**config.mk**
```make
export PLATFORM = sky130hd
export DESIGN_NAME = add_seq_flat
export DESIGN_NICKNAME = d
export VERILOG_FILES = /design/src/rtl/add_seq_if.sv /design/src/rtl/add_seq.sv /design/src/flat_wrapper.sv
export SDC_FILE = /design/constraint.sdc
export NUM_CORES = 1
export LEC_CHECK = 0
export ABC_AREA = 1
export BUFFER_PORTS_ARGS = -buffer_cell sky130_fd_sc_hd__buf_2
export CORE_MARGIN = 4
export CORE_UTILIZATION = 51
export CTS_CLUSTER_SIZE = 16
export DETAILED_ROUTE_END_ITERATION = 10
export HOLD_SLACK_MARGIN = 0.15
export PLACE_DENSITY = 0.84
export SLEW_MARGIN = 20
export SYNTH_ARGS = -nofsm -noshare
export SYNTH_HDL_FRONTEND = slang
export SYNTH_SLANG_ARGS = --single-unit
```
**constraint.sdc**
```tcl
create_clock -name clk -period 4 [get_ports clk]
set_clock_uncertainty 0.2 [all_clocks]
set_input_delay 0.2 -clock clk [delete_from_list [all_inputs] [get_ports clk]]
set_output_delay 0.2 -clock clk [all_outputs]
set_load 0.01 [all_outputs]
```
**src/rtl/add_seq_if.sv**
```systemverilog
// add_seq_if: start/done handshake and operand/result bus for add_seq; ADD_SEQ_OVERFLOW_EN adds overflow.
interface add_seq_if #(parameter int WIDTH = 32);
  logic start;
  logic [WIDTH-1:0] R1;
  logic [WIDTH-1:0] R2;
  logic carryIn;
  logic busy;
  logic done;
  logic [WIDTH-1:0] R3;
  logic carryOut;
`ifdef ADD_SEQ_OVERFLOW_EN
  logic overflow;
  modport master (output start, R1, R2, carryIn, input busy, done, R3, carryOut, overflow);
  modport slave (input start, R1, R2, carryIn, output busy, done, R3, carryOut, overflow);
`else
  modport master (output start, R1, R2, carryIn, input busy, done, R3, carryOut);
  modport slave (input start, R1, R2, carryIn, output busy, done, R3, carryOut);
`endif
endinterface

```
**src/rtl/add_seq.sv**
```systemverilog
// add_seq: multi-cycle adder, CHUNK bits per clock with registered ripple carry; ADD_SEQ_OVERFLOW_EN adds signed overflow.
module add_seq #(
  parameter int WIDTH = 32,
  parameter int CHUNK = 8
) (
  input logic clk,
  input logic rst,
  add_seq_if.slave bus
);
  localparam int N = WIDTH / CHUNK;
  localparam int IW = N > 1 ? $clog2(N) : 1;
  typedef enum logic [1:0] {IDLE, RUN, DONE} state_t;
  generate
    if (WIDTH % CHUNK != 0) begin : g_bad_chunk
      $error("add_seq: WIDTH must be a multiple of CHUNK");
    end
  endgenerate
  state_t state_q, state_d;
  logic [WIDTH-1:0] a_q, a_d, b_q, b_d, sum_q, sum_d, r3_q, r3_d;
  logic c_q, c_d, co_q, co_d;
  logic [IW-1:0] idx_q, idx_d;
  logic [CHUNK-1:0] a_s, b_s, s_s;
  logic c_s, last;
`ifdef ADD_SEQ_OVERFLOW_EN
  logic ov_q, ov_d;
  assign bus.overflow = ov_q;
`endif
  always_comb begin
    a_s = a_q[idx_q*CHUNK +: CHUNK];
    b_s = b_q[idx_q*CHUNK +: CHUNK];
    {c_s, s_s} = {1'b0, a_s} + {1'b0, b_s} + {{CHUNK{1'b0}}, c_q};
    last = idx_q == IW'(N - 1);
    state_d = state_q;
    a_d = a_q;
    b_d = b_q;
    c_d = c_q;
    idx_d = idx_q;
    sum_d = sum_q;
    r3_d = r3_q;
    co_d = co_q;
`ifdef ADD_SEQ_OVERFLOW_EN
    ov_d = ov_q;
`endif
    if (state_q == RUN) begin
      sum_d[idx_q*CHUNK +: CHUNK] = s_s;
      c_d = c_s;
      idx_d = idx_q + 1'b1;
      state_d = last ? DONE : RUN;
      r3_d = last ? sum_d : r3_q;
      co_d = last ? c_s : co_q;
`ifdef ADD_SEQ_OVERFLOW_EN
      // carry into the MSB is recovered from the MSB's own sum bit
      ov_d = last ? (a_s[CHUNK-1] ^ b_s[CHUNK-1] ^ s_s[CHUNK-1] ^ c_s) : ov_q;
`endif
    end else if (bus.start) begin
      a_d = bus.R1;
      b_d = bus.R2;
      c_d = bus.carryIn;
      idx_d = '0;
      state_d = RUN;
    end else begin
      state_d = IDLE;
    end
  end
  always_ff @(posedge clk or posedge rst) begin
    if (rst) begin
      state_q <= IDLE;
      a_q <= '0;
      b_q <= '0;
      c_q <= 1'b0;
      idx_q <= '0;
      sum_q <= '0;
      r3_q <= '0;
      co_q <= 1'b0;
`ifdef ADD_SEQ_OVERFLOW_EN
      ov_q <= 1'b0;
`endif
    end else begin
      state_q <= state_d;
      a_q <= a_d;
      b_q <= b_d;
      c_q <= c_d;
      idx_q <= idx_d;
      sum_q <= sum_d;
      r3_q <= r3_d;
      co_q <= co_d;
`ifdef ADD_SEQ_OVERFLOW_EN
      ov_q <= ov_d;
`endif
    end
  end
  assign bus.busy = state_q == RUN;
  assign bus.done = state_q == DONE;
  assign bus.R3 = r3_q;
  assign bus.carryOut = co_q;
endmodule

```
**src/flat_wrapper.sv**
```systemverilog
// flat-port wrapper written by rule: the top's interface ports become plain ports
module add_seq_flat 
#(
  parameter int WIDTH = 32,
  parameter int CHUNK = 8
)
  (clk, rst, bus_start, bus_R1, bus_R2, bus_carryIn, bus_busy, bus_done, bus_R3, bus_carryOut);
  add_seq_if #(.WIDTH(WIDTH)) bus_i ();
  input logic clk;
  input logic rst;
  input wire logic [$bits(bus_i.start)-1:0] bus_start;
  input wire logic [$bits(bus_i.R1)-1:0] bus_R1;
  input wire logic [$bits(bus_i.R2)-1:0] bus_R2;
  input wire logic [$bits(bus_i.carryIn)-1:0] bus_carryIn;
  output wire logic [$bits(bus_i.busy)-1:0] bus_busy;
  output wire logic [$bits(bus_i.done)-1:0] bus_done;
  output wire logic [$bits(bus_i.R3)-1:0] bus_R3;
  output wire logic [$bits(bus_i.carryOut)-1:0] bus_carryOut;
  assign bus_i.start = bus_start;
  assign bus_i.R1 = bus_R1;
  assign bus_i.R2 = bus_R2;
  assign bus_i.carryIn = bus_carryIn;
  assign bus_busy = bus_i.busy;
  assign bus_done = bus_i.done;
  assign bus_R3 = bus_i.R3;
  assign bus_carryOut = bus_i.carryOut;
  add_seq #(.WIDTH(WIDTH), .CHUNK(CHUNK)) u_core (.clk(clk), .rst(rst), .bus(bus_i));
endmodule
```
---- Word-level counts from Yosys, hierarchy flattened ----
Index checks and enable logic that the tools add are counted.
operators by class
  multiplexer cells ....................... 8
  eq/ne operators ......................... 3
  $add $sub $neg .......................... 4
  reductions and logical operators ........ 3
  bitwise operators ....................... 1
  shift-type cells ........................ 4
operators by type and width
  operator                                                                 number
  32-bit by 6-bit indexed part select with 8-bit output                    2
  5-bit negation with 34-bit output                                        1
  8-bit by 34-bit variable shift with 32-bit output, first input constant  1
  8-bit by 34-bit indexed part select with 32-bit output                   1
  32-bit bitwise mux                                                       1
  8-bit by 8-bit adder with 9-bit output                                   1
  9-bit by 1-bit adder with 9-bit output                                   1
  2-bit two-way mux                                                        4
  2-bit equality test, second input constant                               2
  2-bit AND reduction                                                      2
  1-bit two-way mux                                                        3
  2-bit by 1-bit adder with 2-bit output, second input constant            1
  2-bit by 1-bit equality test with 1-bit output, second input constant    1
  2-bit nonzero test                                                       1
  1-bit inverter                                                           1
word-level totals
  bits in registers ....................... 134

---- Logic depth before layout (Yosys ltp) ----
Gate-level depths: netlist (run 1).
  depth after elaboration ................. 5
  depth in mapped cells ................... 18
  gate-level depth less buffers ........... 16

---- Worst setup path after synthesis (run 1) ----
No wires, ideal clock.
  path type ............................... register -> register
  start ................................... register u_core.idx_q[0]
  end ..................................... register u_core.sum_q[14]
  library setup time ...................... 66 ps
  cell stages (with the launch flop) ...... 19
  data arrival time ....................... 2658 ps
  slack ................................... 1076 ps
  required time ........................... 3734 ps
  period minus slack after synthesis ...... 2924 ps
  path through ............................ dfrtp_1 inv_1 buf_2 buf_2 nor2_1 o22ai_1 fa_1 fa_1 nand2_1 nand2_1 nand3_1 nand2_1 nand2_1 nand3_1 nor2_1 nand2_1 nand2_1 nand2_1 nand2_1
between the ends
  word-level cells in the longest chain between the ends .. 5
  elaborated cells between the ends (all ways) .. 8
  classes of those cells .................. add/sub: 3; shift: 4; mux: 1
ends and longest elaborated chain
  element                                                                   line                          text
  from (decl)                                                               add_seq.sv:21                 logic [IW-1:0] idx_q, idx_d;
  from (signal assigned)                                                    add_seq.sv:83                 idx_q <= idx_d;
  32-bit by 6-bit indexed part select with 8-bit output (on tied branches)  add_seq.sv:29, add_seq.sv:30
  8-bit by 8-bit adder with 9-bit output                                    add_seq.sv:31                 {c_s, s_s} = {1'b0, a_s} + {1'b0, b_s} + {{CHUNK{1'b0}}, c_q};
  9-bit by 1-bit adder with 9-bit output                                    add_seq.sv:31
  8-bit by 34-bit indexed part select with 32-bit output                    add_seq.sv:45                 sum_d[idx_q*CHUNK +: CHUNK] = s_s;
  32-bit bitwise mux (*)                                                    add_seq.sv:45
  to (signal assigned)                                                      add_seq.sv:84                 sum_q <= sum_d;
  to (decl)                                                                 add_seq.sv:19                 logic [WIDTH-1:0] a_q, a_d, b_q, b_d, sum_q, sum_d, r3_q, r3_d;
Every way passes the cells marked *; elsewhere a longest branch is shown, timed or not.
A chain may end at the register's enable or synchronous reset.

---- Worst setup path after layout (run 1) ----
  start ................................... register u_core.idx_q[0]
  end ..................................... register u_core.c_q
between the ends
  word-level cells in the longest chain between the ends .. 4
  elaborated cells between the ends (all ways) .. 5
  classes of those cells .................. add/sub: 2; shift: 2; mux: 1
ends and longest elaborated chain
  element                                                                   line                          text
  32-bit by 6-bit indexed part select with 8-bit output (on tied branches)  add_seq.sv:29, add_seq.sv:30
  8-bit by 8-bit adder with 9-bit output (*)                                add_seq.sv:31
  9-bit by 1-bit adder with 9-bit output (*)                                add_seq.sv:31
  1-bit two-way mux (*)                                                     add_seq.sv:44                 if (state_q == RUN) begin
  to (signal assigned)                                                      add_seq.sv:70                 c_q <= 1'b0;
  to (signal assigned)                                                      add_seq.sv:82                 c_q <= c_d;
  to (decl)                                                                 add_seq.sv:20                 logic c_q, c_d, co_q, co_d;
Marks and branches as above.

==> results.sh, run 1 <==
export IMPL_status="complete, no violations"
export IMPL_netlist_area_sq_mm=0.00599
export IMPL_grt_busiest_layer="met2"
export IMPL_netlist_instances=764
export IMPL_syn_to_final_growth_pct=30.4
export IMPL_final_cell_mix="nand2_1 (378), dfrtp_1 (126), buf_2 (102), dlygate4sd3_1 (68), o21ai_0 (55)"
export IMPL_synthTopCellsByArea="dfrtp_1 (53%), nand2_1 (24%), o21ai_0 (4.6%), nor2_1 (2.8%), ha_1 (2.5%)"
export IMPL_die_h_um=116
export IMPL_hold_viol_final=0
export IMPL_cp_start_kind="flop"
export IMPL_slew_headroom_pct=30.4
export IMPL_internal_power_w=0.00383
export IMPL_initial_core_util_pct=52.3
export IMPL_yosysWarningCount=0
export IMPL_cts_buffers=17
export IMPL_min_path_cells=2
export IMPL_fillers=854
export IMPL_hold_path_class="flop to flop"
export IMPL_antenna_found_initial=0
export IMPL_clk_path_buf_depth=2
export IMPL_port_buffers=102
export IMPL_synthAdderAreaFrac_pct=3.17
export IMPL_fin_util_pct=68.1
export IMPL_htreeDepth=4
export IMPL_totalWireLength_mm=16.9
export IMPL_ioPinCount=103
export IMPL_post_route_period_util_pct=92.2
export IMPL_synthArstFlopShare_pct=100
export IMPL_synth_simple_area_share_pct=29.5
export IMPL_vias_per_cell=5.30
export IMPL_setup_tns_ns=0
export IMPL_drtIter0Drc=546
export IMPL_rsz0062_at_grt="false"
export IMPL_drc=0
export IMPL_core_area_sq_mm=0.0115
export IMPL_cts_tree="done"
export IMPL_die_area_sq_mm=0.0135
export IMPL_grt_total_usage_pct=26.8
export IMPL_setup_viol=0
export IMPL_ys_seq_area_share_pct=52.6
export IMPL_p_sw_w=0.00325
export IMPL_dieWidth_um=116
export IMPL_synth_top_cell_area_share_pct=52.6
export IMPL_clock_sinks=126
export IMPL_critPathRequiredTime_ns=4.10
export IMPL_hpwl_mm=10.1
export IMPL_worstMarginPinSlew_ns=1.04
export IMPL_r2r_end="u_core.c_q$_DFFE_PP0P_"
export IMPL_first_pass_iters=7
export IMPL_synth_area_per_cell_sq_um=7.84
export IMPL_grt_pass1_wl_mm=28.3
export IMPL_clock_latency_ns=0.42
export IMPL_grtUsageMet3_pct=5.96
export IMPL_cts_root_buffer="clkbuf_16"
export IMPL_avgRoutedWirePerCell_um=15.6
export IMPL_num_rows=39
export IMPL_cp_max_fo=29
export IMPL_reg2regPathDepth=15
export IMPL_crit_type="flop to flop"
export IMPL_ys_seq_elements=126
export IMPL_synthMuxAreaShare_pct=0
export IMPL_ir_worst_vdd_mv=0.551
export IMPL_synth_compound_area_share_pct=8.14
export IMPL_via_count=5740
export IMPL_antenna_left=0
export IMPL_whs_endpoint="u_core.b_q[23]$_DFFE_PP0P_"
export IMPL_overflow=0
export IMPL_power_density_mw_per_mm2=907
export IMPL_layout_commonest_cell="nand2_1"
export IMPL_switching_share_pct=45.9
export IMPL_synth_main_ff_cell="dfrtp_1"
export IMPL_synth_xor_area_share_pct=0.564
export IMPL_r2r_start="u_core.idx_q[0]$_DFFE_PP0P_"
export IMPL_synth_top_family_by_area="simple AND/OR/NAND/NOR gates"
export IMPL_multi_input_comb_area_sq_mm=0.00248
export IMPL_p_leak_nw=4.22
export IMPL_synth_edf_count=0
export IMPL_synth_top_area_cell="dfrtp_1"
export IMPL_drive_above_1_share_pct=17.5
export IMPL_maxCapViolCount=0
export IMPL_slew_violations=0
export IMPL_grtUsageMet1_pct=34.2
export IMPL_whs_ns=0.268
export IMPL_fmax_mhz=271
export IMPL_register_area_sq_mm=0.00315
export IMPL_grt_pass1_vias=5791
export IMPL_comb_power_share_pct=49.8
export IMPL_hold_start="u_core.b_q[23]$_DFFE_PP0P_"
export IMPL_clk_pin_slew_ns=0.06
export IMPL_seqPwrFrac_pct=30.1
export IMPL_syn_num_nets=846
export IMPL_worst_ep_arrival_time_ns=3.78
export IMPL_min_period_ns=3.69
export IMPL_cp_end_kind="flop"
export IMPL_antenna_cells=0
export IMPL_gr_usage_met2_pct=44.9
export IMPL_grt_max_degree=85
export IMPL_clock_power_share_pct=20.1
export IMPL_gp_congestion=0.890
export IMPL_yosysUniqueCellTypes=28
export IMPL_worst_r2r_setup_slack_ns=0.31
export IMPL_fin_nets=1010
## layout make-up
type | count | share of cell area (%)
tap | 143 | 2.29
inverter | 44 | 2.23
clock buffer | 18 | 5.62
timing repair buffer | 181 | 16.3
clock inverter | 14 | 1.41
multi-input combinational | 558 | 31.8
sequential | 126 | 40.4
## repair_timing
| item | in CTS | in global routing |
|---|---|---|
| setup buffers | 0 | 1 |
| hold buffers | 68 | 0 |
| gates resized for setup | 0 | 1 |
| endpoints found under the hold margin | 150 | 0 |
| setup endpoints to repair | 0 | 1 |
## logic make-up (layout without fill, tap and decap cells)
kind of cell	count (synthesis)	count (layout)
xor+xnor	3	3
simple gates	453	453
compound gates	88	88
buf+inv	80	257
flops	126	126
fa+ha+maj	14	14
## sequential cells by signal (all words and copies together) (netlist names)
name / count
u_core.b_q: 32
u_core.sum_q: 24
u_core.c_q: 1
u_core.bus.R3: 32
u_core.idx_q: 2
u_core.a_q: 32
u_core.state_q: 2
u_core.bus.carryOut: 1
## synthesized netlist by cell type (5+ instances only)
| cell | instances |
|---|---|
| inv_1 | 39 |
| o21ai_0 | 55 |
| buf_4 | 6 |
| dfrtp_1 | 126 |
| nand2_1 | 378 |
| o22ai_1 | 21 |
| nand3_1 | 16 |
| nand2_2 | 5 |
| clkbuf_1 | 8 |
| nor2_1 | 44 |
| buf_2 | 18 |
| ha_1 | 12 |
## layer usage
| layer | vias to the layer above | wire [um] |
|---|---|---|
| li1 | 2725 | - |
| met1 | 2705 | 6890 |
| met2 | 267 | 8400 |
| met3 | 43 | 1240 |
| met4 | 0 | 421 |
| met5 | - | 0 |
## per-stage QoR
| stage | std cells | total power [W] | instance area (sq um) | setup slack [ns] |
|---|---|---|---|---|
| after floorplan | 764 | 0.00457 | 5990 | 0.244 |
| after global placement | 983 | 0.00535 | 6570 | 0.829 |
| after detailed placement | 983 | 0.00548 | 6570 | 0.741 |
| after CTS | 1083 | 0.00701 | 7800 | 0.305 |
| after global routing | 1084 | 0.00767 | 7810 | 0.0224 |
| final | 1084 | 0.00708 | 7810 | 0.313 |
## power groups by stage
stage	clock, W	sequential (W)	combinational (W)
4_1_cts	0.00143	0.00212	0.00346
2_1_floorplan	0	0.00212	0.00245
6_report	0.00142	0.00213	0.00353
3_3_place_gp	0	0.00212	0.00324
5_1_grt	0.00149	0.00218	0.00400
3_5_place_dp	0	0.00213	0.00335
## critical path, cell delays in order, from the launching register on
cell	delay, ns
dfrtp_1	0.35
buf_4	0.29
clkinvlp_4	0.22
o21ai_0	0.20
o22ai_1	0.12
fa_1	0.45
fa_1	0.48
nand2_1	0.09
nand2_1	0.07
nand3_1	0.11
nand2_1	0.08
a21oi_1	0.13
o21bai_1	0.09
nand2_1	0.07
nand3_1	0.07
dlygate4sd3_1	0.56
## worst max path at each step
stage	start	end	slack (ns)	depth (start not counted)
after floorplan	rst	u_core.a_q[0]$_DFFE_PP0P_	0.24	1
after global placement	u_core.idx_q[0]$_DFFE_PP0P_	u_core.bus.R3[14]$_DFFE_PP0P_	0.83	17
after detailed placement	u_core.idx_q[0]$_DFFE_PP0P_	u_core.bus.R3[22]$_DFFE_PP0P_	0.74	15
after CTS	u_core.idx_q[0]$_DFFE_PP0P_	u_core.c_q$_DFFE_PP0P_	0.30	15
after global routing	u_core.idx_q[0]$_DFFE_PP0P_	u_core.c_q$_DFFE_PP0P_	0.02	15
final	u_core.idx_q[0]$_DFFE_PP0P_	u_core.c_q$_DFFE_PP0P_	0.31	15
No activity file was read; power rests on OpenSTA's default activity.
==> run 2, diff against run 1 <==
- ABC_AREA: 1 -> 0
- CORE_UTILIZATION: 51 -> 50
- HOLD_SLACK_MARGIN: 0.15 -> not set
==> run 2 against run 1 <==
Net effect: combinational power up 6.8%; critical path depth down 7; non-clock buffer count down 2; maximum frequency up 7.3%; power up 6.0%; design area down 3.3%; flip-flop and latch count unchanged; highest routed layer unchanged; worst hold slack worse by 0.010 ns; global-route usage down 1.8 points.
==> results.sh, run 2 <==
export IMPL_dieWidth_um=114
export IMPL_hold_viol_final=0
export IMPL_rsz0062_at_grt="false"
export IMPL_crit_type="flop to flop"
export IMPL_clock_sinks=126
export IMPL_netlist_instances=428
export IMPL_antenna_found_initial=0
export IMPL_drtIter0Drc=260
export IMPL_fmax_mhz=291
export IMPL_synthArstFlopShare_pct=100
export IMPL_via_count=4308
export IMPL_slew_violations=0
export IMPL_synth_top_area_cell="dfrtp_1"
export IMPL_fin_nets=684
export IMPL_min_period_ns=3.44
export IMPL_final_cell_mix="dfrtp_1 (126), buf_2 (102), dlygate4sd3_1 (67), mux2_2 (64), o21ai_0 (27)"
export IMPL_netlist_area_sq_mm=0.00566
export IMPL_antenna_cells=0
export IMPL_startpoint="u_core.idx_q[1]$_DFFE_PP0P_"
export IMPL_grt_busiest_layer="met2"
export IMPL_initial_core_util_pct=51.5
export IMPL_htreeDepth=4
export IMPL_power_density_mw_per_mm2=993
export IMPL_synth_area_per_cell_sq_um=13.2
export IMPL_avgRoutedWirePerCell_um=20.3
export IMPL_place_inst=656
export IMPL_cp_end_kind="flop"
export IMPL_first_pass_iters=5
export IMPL_cts_tree="done"
export IMPL_gr_usage_met2_pct=43.6
export IMPL_worstMarginPinSlew_ns=0.918
export IMPL_vias_per_cell=5.71
export IMPL_worst_r2r_setup_slack_ns=0.56
export IMPL_cts_buffers=17
export IMPL_reg2regPathDepth=8
export IMPL_layout_commonest_cell="dfrtp_1"
export IMPL_synth_top_cell_area_share_pct=55.7
export IMPL_drive_above_1_share_pct=37.7
export IMPL_die_area_sq_mm=0.0131
export IMPL_post_cts_buffers=0
export IMPL_yosysWarningCount=0
export IMPL_stdcell_count=755
export IMPL_clk_pin_slew_ns=0.06
export IMPL_synthTopCellsByArea="dfrtp_1 (56%), mux2_2 (13%), mux4_2 (6.4%), a22o_1 (3.7%), ha_1 (2.7%)"
export IMPL_grt_max_degree=59
export IMPL_grt_total_usage_pct=24.9
export IMPL_num_rows=38
export IMPL_hpwl_mm=9.53
export IMPL_grtUsageMet3_pct=7.24
export IMPL_cp_max_fo=11
export IMPL_syn_to_final_growth_pct=33.5
export IMPL_setup_tns_ns=0
export IMPL_overflow=0
export IMPL_die_h_um=114
export IMPL_clk_path_buf_depth=2
export IMPL_post_route_period_util_pct=85.9
export IMPL_clock_latency_ns=0.42
export IMPL_syn_num_nets=510
export IMPL_grt_pass1_wl_mm=24.3
export IMPL_totalWireLength_mm=15.3
export IMPL_critPathRequiredTime_ns=4.10
export IMPL_synth_edf_count=0
export IMPL_synth_most_common_cell="dfrtp_1"
export IMPL_grt_pass1_vias=4537
export IMPL_cp_start_kind="flop"
export IMPL_status="complete, no violations"
export IMPL_maxCapViolCount=0
export IMPL_synth_main_ff_cell="dfrtp_1"
export IMPL_worst_ep_arrival_time_ns=3.54
export IMPL_ys_seq_area_share_pct=55.7
export IMPL_ys_seq_elements=126
export IMPL_p_leak_nw=3.51
export IMPL_core_area_sq_mm=0.0110
export IMPL_yosysUniqueCellTypes=39
export IMPL_r2r_start="u_core.idx_q[1]$_DFFE_PP0P_"
export IMPL_setup_viol=0
export IMPL_r2r_end="u_core.bus.R3[30]$_DFFE_PP0P_"
export IMPL_critPathCapture="u_core.bus.R3[30]$_DFFE_PP0P_"
export IMPL_synthTopCellsByCount="dfrtp_1 (126), mux2_2 (64), o21ai_0 (27)"
export IMPL_hold_path_class="primary input to async pin"
export IMPL_grtUsageMet1_pct=28.2
export IMPL_slew_headroom_pct=38.7
export IMPL_ioPinCount=103
export IMPL_ir_worst_vdd_mv=0.657
export IMPL_drc=0
export IMPL_port_buffers=102
export IMPL_cts_root_buffer="clkbuf_16"
export IMPL_gp_congestion=0.879
export IMPL_antenna_left=0
-- run 2: cell types whose count changed in the layout (fill, tap and decap cells not counted), sizes merged, moves of 22 or more --
cell   before  now
mux2        0   64
a22o        0   24
inv        47    6
nor2       48   26
o21ai      60   27
nand2     383   27
-- run 2: report_power, final --
| group | switching, W | total, W | internal, W |
|---|---|---|---|
| logic | 0.00215 | 0.00377 | 0.00162 |
| registers | 0.000378 | 0.00224 | 0.00186 |
| clock network | 0.000548 | 0.00150 | 0.000956 |
| total | 0.00307 | 0.00751 | 0.00443 |
-- run 2: layout make-up --
type                       count  area, sq um
fill                         771         3430
sequential                   126         3150
multi-input combinational    270         2360
timing repair buffer         179         1260
clock buffer                  20          467
tap                          140          175
clock inverter                12          118
inverter                       8         32.5
-- run 2: repair_timing --
item,4_1_cts,5_1_grt
hold buffers,67,0
gates resized for setup,0,0
hold endpoints to repair,122,0
-- run 2: cell families after synthesis --
family | share of synthesized area, %
mux | 19.1
fa+ha+maj | 3.36
xor+xnor | 0.619
simple gates | 6.70
flops | 55.7
compound gates | 11.8
buf+inv | 2.74
-- run 2: worst min-delay path by stage --
stage / startpoint / to / slack [ns] / depth (start not counted)
final: rst / u_core.b_q[11]$_DFFE_PP0P_ / 0.26 / 3
after global routing: u_core.bus.R3[20]$_DFFE_PP0P_ / u_core.bus.R3[20]$_DFFE_PP0P_ / 0.30 / 2
after CTS: rst / u_core.b_q[16]$_DFFE_PP0P_ / 0.28 / 3
after detailed placement: rst / u_core.b_q[16]$_DFFE_PP0P_ / 0.17 / 2
after global placement: rst / u_core.b_q[8]$_DFFE_PP0P_ / 0.15 / 2
after floorplan: bus_start / u_core.idx_q[1]$_DFFE_PP0P_ / 0.1 / 1
-- run 2: worst max-delay path, stage by stage (launching register included) --
cell and delay (ns):
dfrtp_1 0.64, mux4_2 0.40, fa_1 0.48, fa_1 0.50, a211oi_1 0.34, o21ai_0 0.15, o211ai_1 0.32, nor2_1 0.11
a21o_1 0.18
-- run 2: routing by layer --
layer / up-vias / wire [um]
met4: 0 / 611
li1: 1927 / -
met2: 181 / 8080
met5: - / 0
met3: 40 / 886
met1: 2160 / 5740
-- run 2: metrics by stage --
stage | hold slack (ns) | util, % | total power [W] | worst slack (ns) | instance area, sq um
6_report | 0.258 | 68.8 | 0.00751 | 0.562 | 7560
5_1_grt | 0.298 | 68.8 | 0.00797 | 0.387 | 7560
4_1_cts | 0.278 | 68.8 | 0.00744 | 0.615 | 7560
3_5_place_dp | 0.175 | 57.4 | 0.00585 | 0.627 | 6300
3_3_place_gp | 0.154 | 57.4 | 0.00572 | 0.696 | 6300
2_1_floorplan | 0.0982 | - | 0.00469 | 0.244 | 5660
